$ cat src/rtl/level_pkg.sv
// level_pkg: shared types, constants and small arithmetic helpers for the
// scroll / end-of-level sequencer.
// Contents: scroll_state_t FSM encoding, screen geometry constants, and
// saturating scroll-offset helpers used by scroll_ctrl.
package level_pkg;

  // FSM encoding is visible on the debug `state` port, so keep it fixed.
  typedef enum logic [1:0] {
    PLAY     = 2'd0,
    AUTOWALK = 2'd1,
    ENTER    = 2'd2,
    DONE     = 2'd3
  } scroll_state_t;

  localparam logic [10:0] LEVEL_W     = 11'd1024;
  localparam logic [9:0]  SCREEN_W    = 10'd640;
  localparam logic [9:0]  SCROLL_LINE = 10'd320;
  localparam logic [9:0]  BACK_LINE   = 10'd64;

  // Player is far enough right on screen that the world should move instead.
  function automatic logic in_scroll_zone(input logic [9:0] x);
    in_scroll_zone = (x > SCROLL_LINE);
  endfunction

  // Player is close enough to the left edge to pull the world back.
  function automatic logic in_back_zone(input logic [9:0] x);
    in_back_zone = (x < BACK_LINE);
  endfunction

  // Forward scroll: the sum is formed in 11 bits so an offset near the limit
  // plus a large speed cannot wrap before the clamp sees it.
  function automatic logic [9:0] clamp_add(input logic [9:0] base,
                                           input logic [3:0] step,
                                           input logic [9:0] limit);
    logic [10:0] sum;
    sum = {1'b0, base} + {7'd0, step};
    if (sum > {1'b0, limit}) begin
      clamp_add = limit;
    end else begin
      clamp_add = sum[9:0];
    end
  endfunction

  // Backward scroll: floors at zero.
  function automatic logic [9:0] floor_sub(input logic [9:0] base,
                                           input logic [3:0] step);
    if (base > {6'd0, step}) begin
      floor_sub = base - {6'd0, step};
    end else begin
      floor_sub = 10'd0;
    end
  endfunction

endpackage

$ cat src/rtl/frame_tick_gen.sv
// frame_tick_gen: brings the asynchronous frame clock into the Clk domain and
// turns each rising edge into a single-Clk pulse.
// Ports: Clk, Reset (sync, active-high), frame_clk (async in), tick (out).
// Latency: frame_clk rise to tick high is 3 Clk edges (2 sync flops + a
// registered edge detect), so tick itself is glitch-free.
module frame_tick_gen (
  input  logic Clk,
  input  logic Reset,
  input  logic frame_clk,
  output logic tick
);

  logic sync1_q;
  logic sync2_q;
  logic prev_q;
  logic tick_q;
  logic tick_d;

  // Rising edge seen on the synchronised copy.
  assign tick_d = sync2_q & ~prev_q;

  always_ff @(posedge Clk) begin
    if (Reset) begin
      sync1_q <= 1'b0;
      sync2_q <= 1'b0;
      prev_q  <= 1'b0;
      tick_q  <= 1'b0;
    end else begin
      sync1_q <= frame_clk;
      sync2_q <= sync1_q;
      prev_q  <= sync2_q;
      tick_q  <= tick_d;
    end
  end

  assign tick = tick_q;

endmodule

$ cat src/rtl/scroll_ctrl.sv
// scroll_ctrl: frame-rate world scroll offset and end-of-level sequencer
// (PLAY -> AUTOWALK -> ENTER -> DONE, restart back to PLAY).
// Ports: Clk, Reset (sync, active-high), frame_clk (async frame clock),
//   player_x/player_right/player_speed (motion inputs), restart (pulse);
//   outputs process (scroll offset), auto_walk, freeze_input, hide_player,
//   level_done and state (debug). All outputs are registered.
// Build option: define SCROLL_BACK_EN to let the player pull the world back
//   near the left edge while in PLAY; without it process never decreases
//   between restarts.
module scroll_ctrl
  import level_pkg::*;
#(
  parameter logic [9:0] CASTLE_X     = 10'd900,
  parameter logic [9:0] DOOR_OFFSET  = 10'd24,
  parameter logic [9:0] FLAG_X       = 10'd840,
  parameter logic [9:0] MAX_PROCESS  = 10'(LEVEL_W - {1'b0, SCREEN_W}),
  parameter logic [7:0] ENTER_FRAMES = 8'd60
) (
  input  logic       Clk,
  input  logic       Reset,
  input  logic       frame_clk,
  input  logic [9:0] player_x,
  input  logic       player_right,
  input  logic [3:0] player_speed,
  input  logic       restart,
  output logic [9:0] process,
  output logic       auto_walk,
  output logic       freeze_input,
  output logic       hide_player,
  output logic       level_done,
  output logic [1:0] state
);

  // Door threshold compared in 11 bits so CASTLE_X + DOOR_OFFSET never wraps.
  localparam logic [10:0] DOOR_X = {1'b0, CASTLE_X} + {1'b0, DOOR_OFFSET};
  // A zero frame count would never reach the exit condition; use 1 instead.
  localparam logic [7:0] ENTER_LOAD = (ENTER_FRAMES == 8'd0) ? 8'd1 : ENTER_FRAMES;

  logic tick;

  scroll_state_t state_q, state_d;
  logic [9:0]    process_q, process_d;
  logic [7:0]    cnt_q, cnt_d;
  logic          auto_walk_q, auto_walk_d;
  logic          freeze_q, freeze_d;
  logic          hide_q, hide_d;
  logic          done_q, done_d;

  logic [10:0]   wx;
  logic          fwd_scroll;

  frame_tick_gen u_frame_tick_gen (
    .Clk       (Clk),
    .Reset     (Reset),
    .frame_clk (frame_clk),
    .tick      (tick)
  );

  // World x uses the offset as it stands before this tick's scroll update.
  assign wx = {1'b0, player_x} + {1'b0, process_q};

  // During the forced walk the player is pushed right regardless of input.
  assign fwd_scroll = in_scroll_zone(player_x) && (player_right || auto_walk_q);

  // ---------------------------------------------------------------------
  // State register
  // ---------------------------------------------------------------------
  always_ff @(posedge Clk) begin
    if (Reset) begin
      state_q     <= PLAY;
      process_q   <= 10'd0;
      cnt_q       <= 8'd0;
      auto_walk_q <= 1'b0;
      freeze_q    <= 1'b0;
      hide_q      <= 1'b0;
      done_q      <= 1'b0;
    end else begin
      state_q     <= state_d;
      process_q   <= process_d;
      cnt_q       <= cnt_d;
      auto_walk_q <= auto_walk_d;
      freeze_q    <= freeze_d;
      hide_q      <= hide_d;
      done_q      <= done_d;
    end
  end

  // ---------------------------------------------------------------------
  // Next-state logic (state, scroll offset, ENTER frame counter)
  // ---------------------------------------------------------------------
  always_comb begin
    state_d   = state_q;
    process_d = process_q;
    cnt_d     = cnt_q;

    // restart is not tick-gated and takes priority over a coincident tick.
    if ((state_q == DONE) && restart) begin
      state_d   = PLAY;
      process_d = 10'd0;
      cnt_d     = 8'd0;
    end else if (tick) begin
      unique case (state_q)
        PLAY: begin
          if (fwd_scroll) begin
            process_d = clamp_add(process_q, player_speed, MAX_PROCESS);
          end
`ifdef SCROLL_BACK_EN
          else if (in_back_zone(player_x) && !player_right) begin
            process_d = floor_sub(process_q, player_speed);
          end
`endif
          if (wx >= {1'b0, FLAG_X}) begin
            state_d = AUTOWALK;
          end
        end
        AUTOWALK: begin
          if (fwd_scroll) begin
            process_d = clamp_add(process_q, player_speed, MAX_PROCESS);
          end
          if (wx >= DOOR_X) begin
            state_d = ENTER;
            cnt_d   = ENTER_LOAD;
          end
        end
        ENTER: begin
          // <= rather than == so a corrupted zero count still exits.
          if (cnt_q <= 8'd1) begin
            state_d = DONE;
            cnt_d   = 8'd0;
          end else begin
            cnt_d = cnt_q - 8'd1;
          end
        end
        DONE: begin
          state_d = DONE;
        end
      endcase
    end
  end

  // ---------------------------------------------------------------------
  // Output decode: flags follow the next state so they register together
  // with it and never lag the state by a cycle.
  // ---------------------------------------------------------------------
  always_comb begin
    auto_walk_d = 1'b0;
    freeze_d    = 1'b0;
    hide_d      = 1'b0;
    done_d      = 1'b0;
    unique case (state_d)
      PLAY: begin
        freeze_d = 1'b0;
      end
      AUTOWALK: begin
        auto_walk_d = 1'b1;
        freeze_d    = 1'b1;
      end
      ENTER: begin
        hide_d   = 1'b1;
        freeze_d = 1'b1;
      end
      DONE: begin
        hide_d   = 1'b1;
        freeze_d = 1'b1;
        done_d   = 1'b1;
      end
    endcase
  end

  assign process      = process_q;
  assign auto_walk    = auto_walk_q;
  assign freeze_input = freeze_q;
  assign hide_player  = hide_q;
  assign level_done   = done_q;
  assign state        = state_q;

endmodule
$ cat config.mk
export PLATFORM = sky130hd
export DESIGN_NAME = scroll_ctrl
export DESIGN_NICKNAME = d
export VERILOG_FILES = /design/src/rtl/level_pkg.sv /design/src/rtl/frame_tick_gen.sv /design/src/rtl/scroll_ctrl.sv
export SDC_FILE = /design/constraint.sdc
export NUM_CORES = 1
export LEC_CHECK = 0
export CORE_MARGIN = 2
export CORE_UTILIZATION = 40
export CTS_CLUSTER_DIAMETER = 50
export DETAILED_ROUTE_END_ITERATION = 6
export GPL_TIMING_DRIVEN = 1
export PLACE_DENSITY = 0.65
export SYNTH_ARGS = -nofsm -noshare
export SYNTH_HDL_FRONTEND = slang
export SYNTH_SLANG_ARGS = --single-unit
$ cat constraint.sdc
create_clock -name Clk -period 3.54 [get_ports Clk]
set_clock_uncertainty 0.05 [all_clocks]
set_input_delay 0.354 -clock Clk [delete_from_list [all_inputs] [get_ports Clk]]
set_output_delay 0.354 -clock Clk [all_outputs]
set_load 0.05 [all_outputs]
==> metrics.md <==
| Metric | Value |
|---|---|
| Final Max Slew Viols | 0 |
| Syn_nets | 304 |
| CTS tree | built |
| Remaining DRCs | 0 |
| Pre-antenna DRT Iters | 4 |
| Cells after Synth | 267 |
| Filler instances | 509 |
| Setup TNS | 0 ns |
| Post-CTS setup buffer count | 0 |
| Final setup violation count | 0 |
| Initial antenna violation count | 0 |
| Wire per inst | 14.2 um |
| PostCTS Resize Cnt | 0 |
| Worst slew pin tran | 0.630 ns |
| Post-DP HPWL | 4200 um |
| Grt met1 use | 26.1% |
| Unrepaired setup endpoints after global routing | no |
| CTS Hold Buffers Added | 0 |
| CP Launch Type | input port |
| Area fraction of the dominant cell type after synthesis | 24.9% |
| Top FF cell, synth | dfxtp_1 |
| Crit path max fanout | 4 |
| IO Pins | 35 |
| Worst min-delay path class | reg2reg |
| Vias per inst | 5.71 |
| Async SR Flop Fraction | 0% |
| Rows | 26 |
| Die ar. | 6020 um^2 |
| Clock sink count | 27 |
| Static Leak | 1.01 nW |
| Vias | 2108 |
| Met2 track demand over resource | 30.6% |
| CTS root buf | clkbuf_8 |
| Die Ht | 77.6 um |
| Initial drt markers | 123 |
| Synth Area per Inst | 8.12 um^2 |
| Die extent in x | 77.6 um |
| Clock latency on the worst-skew pair | 0.27 ns |
| Max-slew headroom | 57.6% |
| P&R area growth vs syn | 20.6% |
| Synth unique cells | 65 |
| Fraction of layout cells with a size suffix above 1 | 7.02% |
| Vias in the first global route | 2003 |
| # Max-Cap Violations | 0 |
| Synth area leader | dfxtp_1 |
| Synthesized area | 2170 um^2 |
| Final wirelength | 5250 um |
| Post-synth EDFFs | 0 |
| Power per cell area | 223 nW/um^2 |
| Routed Antenna Nets | 0 |
| Synth Register Bits | 27 |
| Global Route Usage Sum | 18.6% |
| Synth warn | 0 |
| Register clock-pin slew on the reported worst setup and hold paths | 0.10 ns |
| GRT met3 Usage | 2.09% |
| Placer Congestion | 0.875 |
| Seq/Total Area, Yosys | 24.9% |
| Final nets | 337 |
| CTS max path bufs | 2 |
| Final core occ | 50.5% |
| Crit path capture type | flip-flop |
| Starting density of the core | 41.9% |
| Status | finished, final reports clean |
| GRT Max-Usage Layer | met2 |
| Fmax | 311 MHz |
| Most instantiated library cell after synthesis | nor2_1 |
| CP required | 3.66 ns |
| Largest net degree at the start of global routing | 16 |
| Max IR drop VDD | 0.000171 V |
| Fin crit share | 90.8% |
| Num CTS Buffers | 3 |
| Commonest cells post-synth | nor2_1 (29), dfxtp_1 (27), a21oi_1 (22) |
| Worst Path Class, Setup | in2reg |
| CP Cell Sequence | clkdlybuf4s50_1 > ha_1 > fa_1 > a211oi_1 > nor2_1 > a31oi_2 > nor4b_1 > or3_4 > nand4_2 > nand2_1 > mux2_1 |
| Worst EP arrival | 3.33 ns |
| Congestion Overflow GR | 0 |
| Min Tclk post-route | 3.21 ns |
| Slowest cell on the critical path | clkdlybuf4s50_1 |
| IO Port Bufs | 34 |
| Fin. Hold Viols | 0 |
| Core area | 5170 um^2 |
| Synth top area cells | dfxtp_1 (25%), ha_1 (9.2%), a21oi_1 (5.1%), nor2_1 (5.0%), nor3_1 (2.8%) |
| Diode count | 0 |
| First-pass GRT wire length | 9370 um |
| H-tree depth | 1 |
| Critical path's largest stage delay | 0.43 ns |
==> routing by layer <==
metal,vias to the layer above,part of all wire [%],wire [um]
met1,996,50,2630
met5,-,0,0
met2,45,46,2390
met3,4,3.2,167
met4,0,1.1,58
li1,1063,-,-
==> state kept, by name, summed over array words and instances, names as in the netlist <==
signal / flops
process: 10
u_frame_tick_gen.sync2_q: 1
level_done: 1
cnt_q: 8
freeze_input: 1
auto_walk: 1
u_frame_tick_gen.sync1_q: 1
u_frame_tick_gen.prev_q: 1
state: 2
u_frame_tick_gen.tick: 1
==> final cells by class <==
cell class	instances	area (um^2)	share of cell area, %
flip-flops and latches	27	541	20.7
inverters	12	45.0	1.72
clock buffers	4	45.0	1.72
well taps	70	87.6	3.35
multi-input cells	222	1560	59.5
repair buffers	34	340	13.0
==> power breakdown <==
part | internal (mW) | switching, mW | total [mW]
combinational | 0.0468 | 0.0501 | 0.0969
clock | 0.0807 | 0.0977 | 0.178
sequential | 0.306 | 0.00249 | 0.309
total | 0.434 | 0.150 | 0.584
==> worst paths after layout <==
path,from,to,slack [ns],cells after the start
min,u_frame_tick_gen.prev_q$_SDFF_PP0_,u_frame_tick_gen.tick$_SDFF_PP0_,0.34,1
max reg2reg,process[5]$_SDFFE_PP0P_,cnt_q[1]$_SDFFE_PP0P_,0.48,9
max,player_x[0],cnt_q[1]$_SDFFE_PP0P_,0.33,11
min reg2reg,u_frame_tick_gen.prev_q$_SDFF_PP0_,u_frame_tick_gen.tick$_SDFF_PP0_,0.34,1
==> worst max-delay path, delay by kind of cell <==
kind / cells / cell delay [ns]
mux: 1 / 0.32
compound gates: 2 / 0.59
fa+ha+maj: 2 / 0.69
buf+inv: 1 / 0.43
simple gates: 5 / 0.95
==> cells in the final DEF (no fill, tap or decap), drive strengths merged, types with 7 or more instances in the layout <==
master	Yosys	final
nand2	16	16
nor3	12	12
a21oi	23	23
a31oi	7	7
inv	12	12
o21ai	14	14
dfxtp	27	27
clkdlybuf4s50	0	34
nor2b	7	7
nor2	29	29
ha	16	16
==> logic make-up (layout without fill, tap and decap cells) <==
group                      count (synthesis)  in the layout  share of synthesized area, %
muxes                                      3              3                          1.44
and+or+nand+nor                          109            109                          27.3
buffers and inverters                     18             50                          3.29
AOI/OAI and AO/OA                         86             86                          29.5
DFF                                       27             27                          24.9
xor gates and xnor gates                   6              6                          2.42
adders and majority gates                 18             18                          11.1
==> per-stage QoR <==
| stage | hold WS (ns) | instances | instance area (um^2) | power (mW) | worst slack, ns |
|---|---|---|---|---|---|
| 6_report | 0.336 | 369 | 2610 | 0.584 | 0.327 |
| 5_1_grt | 0.360 | 369 | 2610 | 0.608 | 0.110 |
| 4_1_cts | 0.340 | 369 | 2610 | 0.587 | 0.304 |
| 3_5_place_dp | 0.324 | 365 | 2570 | 0.412 | 0.0111 |
| 3_3_place_gp | 0.321 | 365 | 2570 | 0.410 | 0.154 |
| 2_1_floorplan | 0.317 | 267 | 2170 | 0.373 | 0.564 |
Power figures use the tool's default switching activity.
